## src/rtl/rate_matrix_streamer.sv

```systemverilog
// rate_matrix_streamer
// Stores an N_STOCKS x N_STOCKS matrix of unsigned exchange rates. On a start
// request it streams the entries one per cycle in row-major order to the pivot
// stage. Each beat carries row/column tags and a last-beat flag, and a done
// pulse follows the final beat. Diagonal entries can be skipped.
module rate_matrix_streamer #(
    parameter int WIDTH     = 16,
    parameter int N_STOCKS  = 4,
    parameter int SKIP_DIAG = 1,
    localparam int IW       = $clog2(N_STOCKS)
) (
    input  logic             clk,
    input  logic             rst,
    input  logic             wr_en,
    input  logic [IW-1:0]    wr_row,
    input  logic [IW-1:0]    wr_col,
    input  logic [WIDTH-1:0] wr_data,
    input  logic             start,
    output logic             busy,
    output logic             axiov,
    output logic [WIDTH-1:0] axiod,
    output logic [IW-1:0]    axio_row,
    output logic [IW-1:0]    axio_col,
    output logic             axiolast,
    output logic             done
);

    generate
        if (N_STOCKS < 2) begin : g_bad_size
            $error("rate_matrix_streamer: N_STOCKS must be at least 2");
        end
    endgenerate

    localparam logic [IW-1:0] LAST_IDX  = IW'(N_STOCKS - 1);
    localparam logic [IW-1:0] FIRST_COL = (SKIP_DIAG != 0) ? IW'(1) : IW'(0);
    localparam logic [IW-1:0] FINAL_COL = (SKIP_DIAG != 0) ? IW'(N_STOCKS - 2) : IW'(N_STOCKS - 1);

    // LAUNCH is the one cycle between accepting start and presenting the
    // first beat; it keeps STREAM aligned with axiov and DONE_ST aligned with
    // done, so a start during the done pulse is seen outside IDLE.
    typedef enum logic [1:0] {
        IDLE    = 2'd0,
        LAUNCH  = 2'd1,
        STREAM  = 2'd2,
        DONE_ST = 2'd3
    } state_t;

    state_t state;
    state_t next_state;

    logic [WIDTH-1:0] mem [N_STOCKS][N_STOCKS];

    // Position of the next entry to be issued
    logic [IW-1:0] row_cnt;
    logic [IW-1:0] col_cnt;
    logic [IW-1:0] row_cnt_next;
    logic [IW-1:0] col_cnt_next;

    // Next values of the registered outputs
    logic             issue;
    logic             at_final;
    logic [WIDTH-1:0] axiod_next;
    logic [IW-1:0]    axio_row_next;
    logic [IW-1:0]    axio_col_next;
    logic             axiolast_next;
    logic             done_next;

    // Row-major successor of (r, c), hopping over the diagonal when enabled
    function automatic logic [2*IW-1:0] next_pos(input logic [IW-1:0] r,
                                                 input logic [IW-1:0] c);
        logic [IW-1:0] nr;
        logic [IW-1:0] nc;
        nr = r;
        nc = c;
        if (nc == LAST_IDX) begin
            nc = '0;
            nr = nr + IW'(1);
        end else begin
            nc = nc + IW'(1);
        end
        if ((SKIP_DIAG != 0) && (nr == nc)) begin
            if (nc == LAST_IDX) begin
                nc = '0;
                nr = nr + IW'(1);
            end else begin
                nc = nc + IW'(1);
            end
        end
        return {nr, nc};
    endfunction

    // State register
    always_ff @(posedge clk) begin
        if (rst) begin
            state <= IDLE;
        end else begin
            state <= next_state;
        end
    end

    // Next-state logic: launch on start, stream until the last beat is out, pulse done
    always_comb begin
        next_state = state;
        case (state)
            IDLE:    if (start) next_state = LAUNCH;
            LAUNCH:  next_state = STREAM;
            STREAM:  if (axiolast) next_state = DONE_ST;
            DONE_ST: next_state = IDLE;
            default: next_state = IDLE;
        endcase
    end

    // Output/datapath logic: decide whether a beat is issued at this edge and what it carries
    always_comb begin
        issue        = (state == LAUNCH) || ((state == STREAM) && !axiolast);
        at_final     = (row_cnt == LAST_IDX) && (col_cnt == FINAL_COL);
        row_cnt_next = row_cnt;
        col_cnt_next = col_cnt;
        if ((state == IDLE) && start) begin
            row_cnt_next = '0;
            col_cnt_next = FIRST_COL;
        end else if (issue) begin
            {row_cnt_next, col_cnt_next} = next_pos(row_cnt, col_cnt);
        end
        axiod_next    = issue ? mem[row_cnt][col_cnt] : '0;
        axio_row_next = issue ? row_cnt : '0;
        axio_col_next = issue ? col_cnt : '0;
        axiolast_next = issue && at_final;
        done_next     = (state == STREAM) && axiolast;
    end

    // Entry position counters
    always_ff @(posedge clk) begin
        if (rst) begin
            row_cnt <= '0;
            col_cnt <= '0;
        end else begin
            row_cnt <= row_cnt_next;
            col_cnt <= col_cnt_next;
        end
    end

    // Matrix storage: writable only while idle so every stream sees a stable snapshot
    always_ff @(posedge clk) begin
        if (rst) begin
            for (int i = 0; i < N_STOCKS; i++) begin
                for (int j = 0; j < N_STOCKS; j++) begin
                    mem[i][j] <= '0;
                end
            end
        end else if ((state == IDLE) && wr_en) begin
            mem[wr_row][wr_col] <= wr_data;
        end
    end

    // Registered beat, status and completion outputs
    always_ff @(posedge clk) begin
        if (rst) begin
            busy     <= 1'b0;
            axiov    <= 1'b0;
            axiod    <= '0;
            axio_row <= '0;
            axio_col <= '0;
            axiolast <= 1'b0;
            done     <= 1'b0;
        end else begin
            busy     <= issue;
            axiov    <= issue;
            axiod    <= axiod_next;
            axio_row <= axio_row_next;
            axio_col <= axio_col_next;
            axiolast <= axiolast_next;
            done     <= done_next;
        end
    end

endmodule

```

## config.mk

```make
export PLATFORM = sky130hd
export DESIGN_NAME = rate_matrix_streamer
export DESIGN_NICKNAME = d
export VERILOG_FILES = /design/src/rtl/rate_matrix_streamer.sv
export SDC_FILE = /design/constraint.sdc
export NUM_CORES = 1
export LEC_CHECK = 0
export ABC_AREA = 0
export CORE_MARGIN = 2
export CORE_UTILIZATION = 45
export CTS_CLUSTER_SIZE = 24
export DETAILED_ROUTE_END_ITERATION = 16
export DONT_BUFFER_PORTS = 1
export GPL_ROUTABILITY_DRIVEN = 0
export GPL_TIMING_DRIVEN = 0
export SYNTH_ARGS = -nofsm -noshare
export SYNTH_HDL_FRONTEND = slang
export SYNTH_SLANG_ARGS = --single-unit
export TNS_END_PERCENT = 5
```

## constraint.sdc

```tcl
create_clock -name clk -period 3.2 [get_ports clk]
set_clock_uncertainty 0.15 [all_clocks]
set_input_delay 0.64 -clock clk [delete_from_list [all_inputs] [get_ports clk]]
set_output_delay 0.64 -clock clk [all_outputs]
set_load 0.02 [all_outputs]
```

Word level (Yosys, flattened, before mapping)
Memories as Yosys holds them, arrays and structs flattened. A register that Yosys moved wholly into a read port is not among the register bits.
Index checks and enable logic that the tools add are counted.
Word-level totals
  register bits after elaboration: 29
  RAM bits: 256
  input port bits: 24
  output and inout bits: 24
  word-level logic and storage cells: 76
  memories kept: 1
Cells by class
  add/subtract/negate cells: 4
  magnitude comparators: 3
  equal/unequal tests: 10
  muxes and demuxes: 30
  bitwise gates (word level): 3
  reductions and logical operators: 15
Memories
  mem: depth 4, width 64, rd ports 1, clocked after Yosys merged registers in 1, write ports 4, line 51  | logic [WIDTH-1:0] mem [N_STOCKS][N_STOCKS];
Operators by type and width (number)
  2-to-1 mux 64 bit: 3
  OR reduction 64 bit: 1
  2-to-1 mux 16 bit: 3
  binary-select mux 16 bit (select 2 bit): 1
  demux 16 bit (select 2 bit): 1
  2-to-1 mux 2 bit: 15
  == test 2 bit (second input constant): 6
  adder 2 x 1 -> 2 bit (second input constant): 4
  case mux 2 bit (4 select lines): 1
  logical AND 1 bit: 7
  >= comparator 3 bit (second input constant): 2
  2-to-1 mux 1 bit: 6
  inverter 2 -> 3 bit: 2
  != test 2 bit (second input constant): 2
  OR reduction 2 bit: 2
  < comparator 3 x 1 -> 1 bit (second input constant): 1
  == test 2 x 1 -> 1 bit (second input constant): 1
  == test 2 bit: 1
  logical NOT 2 bit: 1
  AND reduction 2 bit: 1
  nonzero test 2 bit: 1
  logical NOT 1 bit: 1
  logical OR 1 bit: 1
  inverter 1 bit: 1

Logic depth before layout (Yosys ltp)
  depth in word-level cells: 10
  depth in mapped cells: 8
  depth with buffers taken out: 6

Least setup slack after synthesis
No wires, ideal clock.
  path kind: register -> register
  from: reg col_cnt[0]
  to: reg col_cnt[0]
  setup time: 0.091 ns
  data arrival time: 2.050 ns
  required time: 2.959 ns
  path slack: 0.909 ns
  stages on the path, launching flop included: 9
  path buffers: 2
  period minus slack after synthesis: 2.291 ns
  path through: dfxtp_1 -> inv_1 -> buf_2 -> buf_2 -> ha_1 -> xor2_1 -> mux2i_1 -> a221oi_1 -> a311oi_1
On the way
  cells in the longest elaborated chain, start to end: 9
  elaborated cells on any way between the ends: 15
  classes of those cells: add/sub (2); eq/ne (3); mux (10)
Ends and longest elaborated chain
  from (decl): line 55  | logic [IW-1:0] col_cnt;
  from (signal assigned): line 139  | col_cnt <= col_cnt_next;
  adder 2 x 1 -> 2 bit or == test 2 bit (tied branches): line 79, 75
  2-to-1 mux 2 bit: line 75  | if (nc == LAST_IDX) begin
  2-to-1 mux 2 bit: line 122  | end else if (issue) begin
  2-to-1 mux 2 bit: line 119  | if ((state == IDLE) && start) begin
  adder 2 x 1 -> 2 bit or == test 2 bit (tied branches): line 86, 82
  2-to-1 mux 2 bit: line 82  | if (nc == LAST_IDX) begin
  2-to-1 mux 2 bit (*): line 81  | if ((SKIP_DIAG != 0) && (nr == nc)) begin
  2-to-1 mux 1 bit (*): line 122
  2-to-1 mux 1 bit (*): line 119
Every way passes the cells marked *; elsewhere a longest branch is shown, timed or not. The select of a mux whose other input is x is not followed.
A chain may end at the register's enable or synchronous reset.

==> flow_metrics.py <==
metrics = {
    "run_status": {
        "status": "finished, final reports clean",
    },
    "timing": {
        "tightestPinTransition_ps": 1030,
        "fmax_mhz": 339,
        "fin_crit_sh_pct": 92.2,
        "whs_ps": 134,
        "final_hold_viol_count": 0,
        "grt_setup_unrepaired": "no",
        "post-route-min-period_ps": 2950,
        "slew_violations": 0,
        "slew_headroom_pct": 30.6,
        "fin_setup_tns_ps": 0,
        "setup_viol": 0,
    },
    "cells_and_area": {
        "drive_gt1_share_pct": 17.2,
        "fin_nets": 868,
        "fillerInstances": 2314,
        "area_growth_pct": 11.9,
    },
    "clock_network": {
        "cts.sinks": 287,
        "cts_root_buf": "clkbuf_16",
        "clock_latency_ps": 550,
        "postCtsSetupBuffers": 0,
        "cts_max_level": 1,
        "cts_tree": "yes",
        "clk_pin_slew_ps": 60,
        "clk_path_buf_depth": 3,
        "numCtsBuffers": 30,
    },
    "route": {
        "wl_per_cell_um": 23.8,
        "dr.pass1.iters": 5,
        "via_count": 6776,
        "vias_per_cell": 5.46,
        "routed_wl_um": 29600,
        "drt_iter0_markers": 484,
        "drc": 0,
        "postRouteAntennaNets": 0,
    },
    "critical_path": {
        "start_kind": "register",
        "worst_ep_required_time_ps": 3420,
        "critPathArrivalTime_ps": 3170,
        "cp_max_fo": 10,
        "criticalPathCategory": "reg2reg",
        "cp-end-kind": "register",
    },
    "yosys": {
        "synth_top_area_share_pct": 60.8,
        "ys.warnings.count": 0,
        "yosysSeqAreaShare_pct": 65.7,
        "netlist_area_mm2": 0.0126,
        "syn_inst": 806,
        "syn_nets": 836,
        "ys_ff_latch": 287,
        "synthTopCellsByArea": "edfxtp_1, and2_1, mux4_2",
        "syn_avg_cell_area_um2": 15.7,
        "synth_top_cell_by_area": "edfxtp_1",
        "ys_types": 31,
    },
    "power": {
        "pwr-share-seq_pct": 47.1,
        "ir_drop_mv": 0.535,
        "swShare_pct": 26.2,
        "p_switching_w": 0.00250,
        "p_leak_nw": 5.15,
        "p_clk_share_pct": 36.6,
        "p_comb_share_pct": 16.3,
        "power_density_mw_per_mm2": 675,
        "intPower_w": 0.00705,
    },
    "die": {
        "fp.dieW_um": 172,
        "io_pins": 48,
        "rows": 61,
        "die_h_um": 172,
        "design.core.area_mm2": 0.0277,
        "die_area_mm2": 0.0295,
        "start_util_pct": 45.7,
    },
    "grt": {
        "grt_pass1_wl_um": 44200,
        "antenna_found_initial": 0,
        "grt_max_degree": 17,
        "grt_pass1_vias": 7229,
        "track_usage_pct": 20.8,
        "overflow": 0,
    },
    "job": {
        "max_cap_viol_count": 0,
    },
    "hold_path": {
        "min_path_type": "in2reg",
    },
    "place": {
        "port_buffers": 0,
        "dp_hpwl_um": 20300,
    },
}
==> path summary, 6_finish.rpt <==
path | from | to | slack, ps | depth (start not counted)
worst max register to register | register | axiod[6] | 250 | 6
worst min-delay path | wr_data[9] | mem[2][41] | 130 | 1
worst min register to register | state[0] | state[0] | 390 | 2
worst max-delay path | register | axiod[6] | 250 | 6
==> stage by stage <==
step | util, % | worst slack (ps) | instance area, um^2 | instances | total power (W)
5_1_grt | 51.1 | 73.8 | 14100 | 1240 | 0.00987
3_3_place_gp | 47.4 | 130 | 13100 | 1184 | 0.00609
4_1_cts | 51.0 | 198 | 14100 | 1240 | 0.00962
2_1_floorplan | - | 909 | 12600 | 806 | 0.00562
3_5_place_dp | 47.4 | 127 | 13100 | 1184 | 0.00614
6_report | 51.1 | 248 | 14100 | 1241 | 0.00955
==> cell usage in the layout (no fill, tap or decap), types with 2 or more instances in the layout <==
| cell | netlist | routed |
|---|---|---|
| and2_1 | 263 | 263 |
| edfxtp_1 | 256 | 256 |
| mux4_2 | 68 | 68 |
| clkbuf_1 | 41 | 49 |
| clkbuf_16 | 0 | 33 |
| mux2i_1 | 32 | 32 |
| dfxtp_1 | 31 | 31 |
| nor2_1 | 20 | 20 |
| or2_2 | 16 | 16 |
| o22ai_1 | 12 | 12 |
| clkbuf_8 | 0 | 10 |
| buf_2 | 8 | 8 |
| inv_1 | 7 | 7 |
| nand2_1 | 7 | 7 |
| nor3_1 | 8 | 7 |
| ha_1 | 6 | 6 |
| nand2b_1 | 5 | 5 |
| clkinv_2 | 0 | 4 |
| buf_6 | 3 | 3 |
| buf_4 | 3 | 3 |
| a21oi_1 | 3 | 3 |
| nor2b_1 | 2 | 2 |
| nor3b_1 | 2 | 2 |
| nand3_1 | 2 | 2 |
| xor2_1 | 2 | 2 |
==> what timing repair did <==
action | CTS | global route
resized for setup | 0 | 1
endpoints found under the setup margin | 0 | 15
endpoints found under the hold margin | 0 | 0
hold buffers | 0 | 0
==> power groups by stage <==
stage / clock network, W / registers (W) / logic (W)
floorplan: 0 / 0.00453 / 0.00109
global placement: 0 / 0.00456 / 0.00153
detailed placement: 0 / 0.00458 / 0.00157
CTS: 0.00354 / 0.00450 / 0.00157
global route: 0.00369 / 0.00452 / 0.00166
finish: 0.00350 / 0.00450 / 0.00156
==> critical path: stages, from the launching register on <==
cell	delay (ps)
dfxtp_1	310
buf_2	340
buf_2	410
clkbuf_1	650
mux4_2	440
mux2i_1	270
o22ai_1	200
==> Yosys cell counts <==
| master | count |
|---|---|
| buf_2 | 8 |
| a311oi_1 | 1 |
| nand2_1 | 7 |
| dfxtp_1 | 31 |
| buf_4 | 3 |
| xor2_1 | 2 |
| inv_1 | 7 |
| ha_1 | 6 |
| and3_1 | 1 |
| and3b_1 | 1 |
| nand3_1 | 2 |
| nor3_1 | 8 |
| o21ai_0 | 1 |
| mux2i_1 | 32 |
| edfxtp_1 | 256 |
| o21ba_2 | 1 |
| a21oi_1 | 3 |
| mux4_2 | 68 |
| o21bai_1 | 1 |
| clkbuf_1 | 41 |
| nor4bb_1 | 1 |
| nor3b_1 | 2 |
| o211a_1 | 1 |
| nor2_1 | 20 |
| nand2b_1 | 5 |
| buf_6 | 3 |
| or2_2 | 16 |
| nor2b_1 | 2 |
| o22ai_1 | 12 |
| and2_1 | 263 |
| a221oi_1 | 1 |
==> layout make-up <==
type / instances / area, um^2 / area share (%)
diodes: 1 / 2.50 / 0.0177
plain buffers: 55 / 250 / 1.77
clock buffers: 51 / 993 / 7.02
clock inverters: 5 / 26.3 / 0.186
inverters: 7 / 26.3 / 0.186
multi-input cells: 457 / 4070 / 28.8
flip-flops and latches: 287 / 8310 / 58.7
well taps: 378 / 473 / 3.34
==> layer usage <==
layer  wire (um)  track usage [%]  part of all wire [%]
met2       15100             36.7                    51
met4         738             5.64                   2.5
met1       11800             26.8                    40
met3        1990             3.18                   6.7
met5           0                0                     0
==> registers in the layout (all words and copies together) (netlist names), named ones only <==
| name | count |
|---|---|
| axio_row | 2 |
| state | 2 |
| mem | 256 |
| col_cnt | 2 |
| axio_col | 2 |
| row_cnt | 2 |
| axiolast | 1 |
| done | 1 |
| axiov | 1 |
| axiod | 16 |
==> cell families after synthesis <==
family,share of synthesized area [%]
buffers and inverters,2.19
xor gates and xnor gates,0.139
AOI/OAI and AO/OA,1.11
adders and majority gates,0.593
DFF,65.7
and+or+nand+nor,15.7
muxes,14.6
(Power assumes the default switching activity.)
